**src/rtl/sevenseg_pkg.sv**
```systemverilog
// Shared constants for the BCD seven-segment display path.
// Segment patterns are {g,f,e,d,c,b,a}, active-low (common-anode display).
package sevenseg_pkg;

  localparam logic [6:0] SEG_0     = 7'b1000000;
  localparam logic [6:0] SEG_1     = 7'b1111001;
  localparam logic [6:0] SEG_2     = 7'b0100100;
  localparam logic [6:0] SEG_3     = 7'b0110000;
  localparam logic [6:0] SEG_4     = 7'b0011001;
  localparam logic [6:0] SEG_5     = 7'b0010010;
  localparam logic [6:0] SEG_6     = 7'b0000010;
  localparam logic [6:0] SEG_7     = 7'b1111000;
  localparam logic [6:0] SEG_8     = 7'b0000000;
  localparam logic [6:0] SEG_9     = 7'b0010000;
  localparam logic [6:0] SEG_DASH  = 7'b0111111;
  localparam logic [6:0] SEG_BLANK = 7'b1111111;

  // Digit code the calculator uses to flag overflow (on all four digits).
  localparam logic [3:0] OVF_CODE  = 4'b1111;

  // All anodes released (active-low), i.e. display dark.
  localparam logic [3:0] ANODE_OFF = 4'b1111;

  // Blink phase while the latched frame is the overflow code.
  typedef enum logic {
    ON  = 1'b0,
    OFF = 1'b1
  } blink_state_e;

endpackage

```
**src/rtl/bcd_to_seg.sv**
```systemverilog
// Combinational BCD digit to active-low seven-segment pattern.
// The overflow code maps to a dash; codes 10-14 and a set blank flag map to blank.
module bcd_to_seg
  import sevenseg_pkg::*;
(
  input  logic [3:0] digit,
  input  logic       blank,
  output logic [6:0] seg
);

  // Pattern lookup; blank overrides any digit value.
  always_comb begin
    seg = SEG_BLANK;
    if (!blank) begin
      case (digit)
        4'd0:     seg = SEG_0;
        4'd1:     seg = SEG_1;
        4'd2:     seg = SEG_2;
        4'd3:     seg = SEG_3;
        4'd4:     seg = SEG_4;
        4'd5:     seg = SEG_5;
        4'd6:     seg = SEG_6;
        4'd7:     seg = SEG_7;
        4'd8:     seg = SEG_8;
        4'd9:     seg = SEG_9;
        OVF_CODE: seg = SEG_DASH;
        default:  seg = SEG_BLANK;
      endcase
    end
  end

endmodule

```
**src/rtl/bcd_sevenseg_scanner.sv**
```systemverilog
// Four-digit time-multiplexed scanner for a common-anode seven-segment display.
// Digits are latched once per scan frame, leading zeros are optionally blanked,
// and an all-overflow frame is shown as a blinking "----".
module bcd_sevenseg_scanner
  import sevenseg_pkg::*;
#(
  parameter int REFRESH_DIV  = 1024,
  parameter int BLINK_FRAMES = 64,
  parameter int LZB_EN       = 1
) (
  input  logic       Clk,
  input  logic       Reset,
  input  logic [3:0] BCD0,
  input  logic [3:0] BCD1,
  input  logic [3:0] BCD2,
  input  logic [3:0] BCD3,
  output logic [3:0] An,
  output logic [6:0] Seg,
  output logic       Dp,
  output logic       Ovf
);

  localparam int CNT_W = $clog2(REFRESH_DIV);
  localparam int BLK_W = $clog2(BLINK_FRAMES + 1);
  localparam logic [CNT_W-1:0] REF_LAST = CNT_W'(REFRESH_DIV - 1);
  localparam logic [BLK_W-1:0] BLK_LAST = BLK_W'(BLINK_FRAMES);
  localparam logic [BLK_W-1:0] BLK_ONE  = BLK_W'(1);

  logic [CNT_W-1:0]  ref_cnt;
  logic [1:0]        idx;
  logic [3:0][3:0]   shadow;
  logic              ovf_q;
  logic [BLK_W-1:0]  blink_cnt;
  blink_state_e      state;
  logic [3:0]        an_q;
  logic [6:0]        seg_q;

  logic              tick;
  logic              frame;
  logic              load_ovf;
  logic [1:0]        next_idx;
  logic [3:0][3:0]   next_shadow;
  logic              next_ovf;
  logic [BLK_W-1:0]  next_blink_cnt;
  blink_state_e      next_state;
  logic              lead_zero;
  logic              cur_blank;
  logic [3:0]        cur_digit;
  logic [6:0]        dec_seg;
  logic [3:0]        an_next;
  logic [6:0]        seg_next;

  assign tick     = (ref_cnt == REF_LAST);
  assign frame    = tick && (idx == 2'd3);
  assign load_ovf = (BCD0 == OVF_CODE) && (BCD1 == OVF_CODE) &&
                    (BCD2 == OVF_CODE) && (BCD3 == OVF_CODE);

  // Values the scan state takes after this edge; outputs are decoded from these
  // so the registered display already matches the new slot on the tick edge.
  always_comb begin
    next_idx    = idx;
    next_shadow = shadow;
    next_ovf    = ovf_q;
    if (tick) begin
      next_idx = idx + 2'd1;
    end
    if (frame) begin
      next_shadow = {BCD3, BCD2, BCD1, BCD0};
      next_ovf    = load_ovf;
    end
  end

  // Slot timer, digit index, per-frame digit snapshot and overflow flag.
  always_ff @(posedge Clk) begin
    if (Reset) begin
      ref_cnt <= '0;
      idx     <= 2'd3;
      shadow  <= {4'd0, 4'd0, 4'd0, 4'd1};
      ovf_q   <= 1'b0;
    end else begin
      ref_cnt <= tick ? '0 : ref_cnt + CNT_W'(1);
      idx     <= next_idx;
      shadow  <= next_shadow;
      ovf_q   <= next_ovf;
    end
  end

  // Blink phase next-state: the counter holds frames spent in the current phase,
  // entering overflow starts a fresh on-phase, and leaving it rearms the blinker.
  always_comb begin
    next_state     = state;
    next_blink_cnt = blink_cnt;
    if (frame) begin
      if (!next_ovf) begin
        next_state     = ON;
        next_blink_cnt = '0;
      end else if (!ovf_q) begin
        next_state     = ON;
        next_blink_cnt = BLK_ONE;
      end else if (blink_cnt == BLK_LAST) begin
        next_blink_cnt = BLK_ONE;
        case (state)
          ON:      next_state = OFF;
          OFF:     next_state = ON;
          default: next_state = ON;
        endcase
      end else begin
        next_blink_cnt = blink_cnt + BLK_ONE;
      end
    end
  end

  // Blink phase state register.
  always_ff @(posedge Clk) begin
    if (Reset) begin
      state     <= ON;
      blink_cnt <= '0;
    end else begin
      state     <= next_state;
      blink_cnt <= next_blink_cnt;
    end
  end

  // Leading-zero blanking for the digit about to be shown; digit 0 always shows.
  always_comb begin
    lead_zero = 1'b0;
    case (next_idx)
      2'd3:    lead_zero = (next_shadow[3] == 4'd0);
      2'd2:    lead_zero = (next_shadow[3] == 4'd0) && (next_shadow[2] == 4'd0);
      2'd1:    lead_zero = (next_shadow[3] == 4'd0) && (next_shadow[2] == 4'd0) &&
                           (next_shadow[1] == 4'd0);
      default: lead_zero = 1'b0;
    endcase
    cur_blank = lead_zero && (LZB_EN != 0);
    cur_digit = next_shadow[next_idx];
  end

  bcd_to_seg u_dec (
    .digit (cur_digit),
    .blank (cur_blank),
    .seg   (dec_seg)
  );

  // Anode/segment values for the coming slot; the off blink phase darkens all digits.
  always_comb begin
    an_next  = ~(4'b0001 << next_idx);
    seg_next = dec_seg;
    if (next_ovf && (next_state == OFF)) begin
      an_next  = ANODE_OFF;
      seg_next = SEG_BLANK;
    end
  end

  // Display output registers change only on slot ticks.
  always_ff @(posedge Clk) begin
    if (Reset) begin
      an_q  <= ANODE_OFF;
      seg_q <= SEG_BLANK;
    end else if (tick) begin
      an_q  <= an_next;
      seg_q <= seg_next;
    end
  end

  assign An  = an_q;
  assign Seg = seg_q;
  assign Ovf = ovf_q;
  assign Dp  = 1'b1;

endmodule

```
**config.mk**
```make
export PLATFORM = sky130hd
export DESIGN_NAME = bcd_sevenseg_scanner
export DESIGN_NICKNAME = d
export VERILOG_FILES = /design/src/rtl/sevenseg_pkg.sv /design/src/rtl/bcd_to_seg.sv /design/src/rtl/bcd_sevenseg_scanner.sv
export SDC_FILE = /design/constraint.sdc
export NUM_CORES = 1
export LEC_CHECK = 0
export ABC_AREA = 1
export CAP_MARGIN = 20
export CORE_MARGIN = 5
export CORE_UTILIZATION = 48
export CTS_CLUSTER_DIAMETER = 150
export DETAILED_ROUTE_END_ITERATION = 12
export GPL_TIMING_DRIVEN = 1
export PLACE_DENSITY = 0.76
export RECOVER_POWER = 100
export SLEW_MARGIN = 40
export SYNTH_ARGS = -nofsm -noshare
export SYNTH_HDL_FRONTEND = slang
export SYNTH_HIERARCHICAL = 1
export SYNTH_SLANG_ARGS = --single-unit
```
**constraint.sdc**
```tcl
create_clock -name Clk -period 6.1 [get_ports Clk]
set_input_delay 1.22 -clock Clk [delete_from_list [all_inputs] [get_ports Clk]]
set_output_delay 1.22 -clock Clk [all_outputs]
set_load 0.02 [all_outputs]
```
# Yosys cells after proc, flatten, opt, wreduce, memory -nomap -nowiden
# Memory sizes are Yosys's and may differ from the RTL's.
# Cells that the tools add are included.
[word_totals]
out_inout_bits = 13
wordCells = 57
mem_bits_ro = 112
in_bits = 18
reg_bits = 48
memories = 1
[mem_list]
columns = ["memory", "depth", "width", "rd", "rd_ports_with_merged_regs", "wr", "line", "source"]
rows = [
  ["(name not given)", 16, 7, 1, 0, 0, "bcd_to_seg.sv:15", "case (digit)"],
]
[classes]
n_reduce_logical = 11
mux = 17
bitwise_logic = 2
addsub = 3
n_eq_ne = 10
n_shift = 1
magnitude_cmp = 1
[ops]
columns = ["operator", "n"]
rows = [
  ["$mux W7", 5],
  ["$eq A4 B4 Y1 const B", 4],
  ["$mux W16", 1],
  ["$logic_not A4 Y1", 3],
  ["$add A10 B1 Y10 const B", 1],
  ["$eq A10 B10 Y1 const B", 1],
  ["$bmux W4 S2", 1],
  ["$mux W4", 2],
  ["$add A7 B1 Y7 const B", 1],
  ["$eq A7 B7 Y1 const B", 1],
  ["$logic_and A1 B1 Y1", 7],
  ["$eq A2 B2 Y1 const B", 3],
  ["$mux W1", 5],
  ["$not A4 Y4", 1],
  ["$shl A1 B2 Y4 const A", 1],
  ["$lt A2 B3 Y1 const B", 1],
  ["$pmux W1 S3", 1],
  ["$add A2 B1 Y2 const B", 1],
  ["$eq A2 B1 Y1 const B", 1],
  ["$mux W2", 1],
  ["$pmux W1 S2", 1],
  ["$reduce_or A2 Y1", 1],
  ["$not A1 Y1", 1],
]

# Logic depth before layout (Yosys ltp)
[logic_depth]
word_depth = 9
depth_mapped = 19
depth_no_buf = 19

# Hierarchy
# Netlist, hierarchy kept.
[by_module_without_submodules]
columns = ["module", "cells_per_inst", "n_inst", "area_each_um2", "seq_area_each_um2"]
rows = [
  ["bcd_sevenseg_scanner", 337, 1, 2391.0, 960.9],
  ["bcd_to_seg", 39, 1, 251.5, 0.0],
]

# Least setup slack after synthesis
# No wires, ideal clock.
[synth_timing]
kind = "input to register"
startpoint = "input BCD0[1]"
endpoint = "register seg_q[0] (netlist: Seg[0])"
path_buffers = 0
t_arrival_ns = 2.500
setup_slack_ns = 3.483
setup_time_ns = 0.117
required_ns = 5.983
cell_stages = 12
cell_sequence = "or2_0 o21ai_0 nor2_1 nor2_1 nand2_1 bufinv_8 ha_1 or2_1 nand3_1 nand2_1 nor2_1 a21oi_2"
[synth_between]
word_cells_on_any_way = 14
cone_classes = "eq/ne (1); mux (8); reduce/logical (4); memory (1)"
[synth_rtl]
columns = ["element", "line", "source"]
rows = [
  ["start, declared", "bcd_sevenseg_scanner.sv:13", "input logic [3:0] BCD0,"],
  ["$mux W16", "bcd_sevenseg_scanner.sv:67", "if (frame) begin"],
  ["$bmux W4 S2", "bcd_sevenseg_scanner.sv:135", "cur_digit = next_shadow[next_idx];"],
  ["$mux W4 (implied by the code)", "bcd_sevenseg_scanner.sv:135", ""],
  ["named net cur_digit[1]", "bcd_sevenseg_scanner.sv:48", "logic [3:0] cur_digit;"],
  ["$mem_v2 Z16 W7", "--", ""],
  ["$mux W7", "bcd_to_seg.sv:14", "if (!blank) begin"],
  ["named net dec_seg[0]", "bcd_sevenseg_scanner.sv:49", "logic [6:0] dec_seg;"],
  ["$mux W7", "bcd_sevenseg_scanner.sv:148", "if (next_ovf && (next_state == OFF)) begin"],
  ["end signal, assigned", "bcd_sevenseg_scanner.sv:161", "seg_q <= seg_next;"],
  ["end, declared", "bcd_sevenseg_scanner.sv:36", "logic [6:0] seg_q;"],
]
# The timed path passes the listed nets, and every way through them passes these cells. The select of a mux whose other input is x is not followed.
# A chain may end at the register's enable or synchronous reset.

# Worst setup path after layout
[layout_timing]
startpoint = "register ref_cnt[0]"
endpoint = "register seg_q[1] (netlist: Seg[1])"
[layout_between]
word_cells_on_any_way = 22
cone_classes = "eq/ne (4); mux (10); reduce/logical (7); memory (1)"
[layout_rtl]
columns = ["element", "line", "source"]
rows = [
  ["start, declared", "bcd_sevenseg_scanner.sv:29", "logic [CNT_W-1:0] ref_cnt;"],
  ["start signal, assigned", "bcd_sevenseg_scanner.sv:81", "ref_cnt <= tick ? '0 : ref_cnt + CNT_W'(1);"],
  ["$eq A10 B10 Y1 (*)", "bcd_sevenseg_scanner.sv:53", "assign tick = (ref_cnt == REF_LAST);"],
  ["$logic_and A1 B1 Y1", "bcd_sevenseg_scanner.sv:54", "assign frame = tick && (idx == 2'd3);"],
  ["$mux W16", "bcd_sevenseg_scanner.sv:67", ""],
  ["$bmux W4 S2 (*)", "bcd_sevenseg_scanner.sv:135", ""],
  ["$mux W4 (implied by the code) (*)", "bcd_sevenseg_scanner.sv:135", ""],
  ["named net cur_digit[2]", "bcd_sevenseg_scanner.sv:48", ""],
  ["$mem_v2 Z16 W7 (*)", "--", ""],
  ["$mux W7 (*)", "bcd_to_seg.sv:14", ""],
  ["named net dec_seg[1]", "bcd_sevenseg_scanner.sv:49", ""],
  ["$mux W7 (*)", "bcd_sevenseg_scanner.sv:148", ""],
]
# Mark *: on every way through the listed nets, which the timed path passes. The rest lies on a longest branch. The select of a mux whose other input is x is not followed.

==> results.cfg <==
[run_status]
outcome = finished, final reports clean

[worst_setup_path]
r2r_cells = 15
cpMaxStageDelayCell = nand4_1
arrival_ns = 4.01
r2r_start = ref_cnt[0]
crit_chain = ha_1 > nand2_1 > nor2_1 > nand4_1 > clkbuf_1 > o21ai_0 > nor2_1 > a21oi_1 > nand3_1 > inv_1 > nand2_4 > a21oi_1 > nand2_1 > nor2_1 > a21oi_2
startpoint = ref_cnt[0]
worst_path_largest_cell_delay_ns = 0.55
crit_path_start_kind = register
crit_path_frequent_cell = nor2_1
crit_type = reg -> reg
cp_max_fo = 12
r2r-end = Seg[1]
crit_required_ns = 6.26
setup.worst_path.end_class = register
r2r_setup_slack_ns = 2.25

[global_routing]
grt_overflow = 0
grt_max_degree = 26
grt_usage = 0.149
antenna_found_initial = 0
grt_pass1_wl_mm = 8.88
grt_pass1_vias = 1974

[pwr]
p_sw_w = 0.000114
netSwitchingFraction = 0.203
p_comb_frac = 0.041
seqPwrFrac = 0.562
cellPowerDensity_nw_per_um2 = 185
power.total_w = 0.000562
p_leak_nw = 1.27
ir_drop_mv = 0.141
p_int_w = 0.000448
clkPwrFrac = 0.397

[synthesis]
synth-edff-count = 0
synthTopCellsByArea = dfxtp_1 36%, nand2_1 13%, nor2_1 9.8%
yosysSeqAreaShare = 0.364
synth.distinct_cells = 39
syn_avg_cell_area_sq_um = 7.03
synth_seq_cells = 48
synth_cells = 376
synth.largest_area_cell = dfxtp_1
synth_top_area_share = 0.364
synth_area_sq_um = 2640
ys.warnings.count = 6
synthArstFlopShare = 0
synth_nets = 404
synth_ff_type = dfxtp_1

[route]
drcViolationCount = 0
wl_per_cell_um = 10.6
vias = 2280
drt_iter0_markers = 160
via_per_inst = 4.79
wirelength_mm = 5.07
drt_first_pass_iters = 4
ant_nets = 0

[floorplanning]
dieWidth_um = 84.2
fp-row-count = 27
initial_core_util = 0.486
dieHeight_um = 84.2
coreArea_sq_um = 5440
die-area_sq_um = 7090
pin_count = 31

[worst_hold_path]
min_from = ref_cnt[0]
hp-class = reg -> reg
holdPathEnd = ref_cnt[0]
whs_path_depth = 1

[final_layout]
drive_above_1_share = 0.101
layout_common_cells = 93 x nand2_1, 70 x nor2_1, 48 x dfxtp_1
area_growth_pct = 14.9
diodes = 0
finalNetCount = 431
final_common_cell = nand2_1
final_util = 0.558

[clocking]
cts_made_buffers = 5
hold_buffers = 0
cts_resized = 0
cts_root_buf = clkbuf_8
clk_path_buf_depth = 2
clock_latency_ns = 0.30
cts_tree = yes
path_clk_slew_ns = 0.09
cts.htree.levels = 2
numClockSinks = 48
cts_setup_buffers = 0

[placed_design]
gp_congestion = 0.816
portBuffers = 29
dpl.hpwl_mm = 3.97

[timing]
min_period_ns = 3.85
fin_crit_sh = 0.632
hold_viol_final = 0
setup_violations = 0
clock_skew_ns = 0.00530
worst_pin_slew_ns = 1.01
slew_headroom = 0.330
setup_tns_ns = 0
finalMaxSlewViolations = 0
rsz0062_at_grt = false
fmax_mhz = 260

[flow_run]
drv_cap = 0
## area by class of cell
cell class | instances | area (sq um)
repair buffers | 30 | 288
inverters | 41 | 168
fillers | 519 | 2400
clock buffers | 6 | 72.6
clock inverters | 2 | 35.0
flip-flops and latches | 48 | 961
well taps | 72 | 90.1
multi-input cells | 277 | 1420
## power by group through the flow
stage | logic, W | registers [W] | clock network (W)
after global placement | 0.0000235 | 0.000323 | 0
after detailed placement | 0.0000239 | 0.000323 | 0
after CTS | 0.0000239 | 0.000316 | 0.000233
after floorplan | 0.0000102 | 0.000323 | 0
final | 0.0000229 | 0.000316 | 0.000223
after global routing | 0.0000258 | 0.000316 | 0.000247
## how the worst max path moves through the flow
stage | end | slack (ns)
2_1_floorplan | Seg[0] | 3.48
3_3_place_gp | Seg[2] | 2.52
3_5_place_dp | Seg[5] | 2.47
4_1_cts | Seg[1] | 2.77
5_1_grt | Seg[1] | 1.75
6_report | Seg[1] | 2.25
## layer usage
metal  global-route usage  routed length, um  part of all wire  vias to the layer above
li1                     -                  -                 -                     1232
met1                0.208               2480              0.49                      995
met2                0.235               2280              0.45                       47
met3               0.0334                263             0.052                        6
met4               0.0322                 40            0.0079                        0
met5                    0                  0                 0                        -
## cell families (layout without fill, tap and decap cells)
kind of cell / after synthesis / count (layout) / synth area share
AOI/OAI and AO/OA: 46 / 46 / 0.116
xor gates and xnor gates: 4 / 4 / 0.0133
adders and majority gates: 10 / 10 / 0.0473
buffers and inverters: 51 / 79 / 0.0895
DFF: 48 / 48 / 0.364
other: 1 / 1 / 0.00142
and+or+nand+nor: 216 / 216 / 0.369
## cells in the mapped netlist, drive strengths merged, types with 2 or more instances
cell type	number
a21oi	29
buf	5
clkbuf	5
dfxtp	48
ha	10
inv	39
nand2	102
nand3	24
nand4	5
nor2	72
nor3	3
nor3b	3
o21ai	14
or2	6
xnor2	2
xor2	2
## metrics by stage
stage / area, sq um / hold slack, ns / instances / worst slack, ns
4_1_cts: 3070 / 0.468 / 476 / 2.77
5_1_grt: 3040 / 0.496 / 476 / 1.75
3_3_place_gp: 2950 / 0.427 / 467 / 2.52
2_1_floorplan: 2640 / 0.418 / 376 / 3.48
6_report: 3040 / 0.463 / 476 / 2.25
3_5_place_dp: 2960 / 0.454 / 468 / 2.47
## worst max-delay path: cells and delay by family, from the launching register on
family | cells | cell delay (ns)
AND/OR/NAND/NOR | 8 | 1.66
buffers and inverters | 2 | 0.60
flip-flops | 1 | 0.36
adder cells (fa/ha/maj) | 1 | 0.17
AO/OA/AOI/OAI | 4 | 0.92
## flip-flops by register name (all words and copies together) (netlist names)
register / cells
An: 4
shadow: 16
state: 1
blink_cnt: 7
ref_cnt: 10
idx: 2
Seg: 7
Ovf: 1
(Power assumes the default switching activity.)
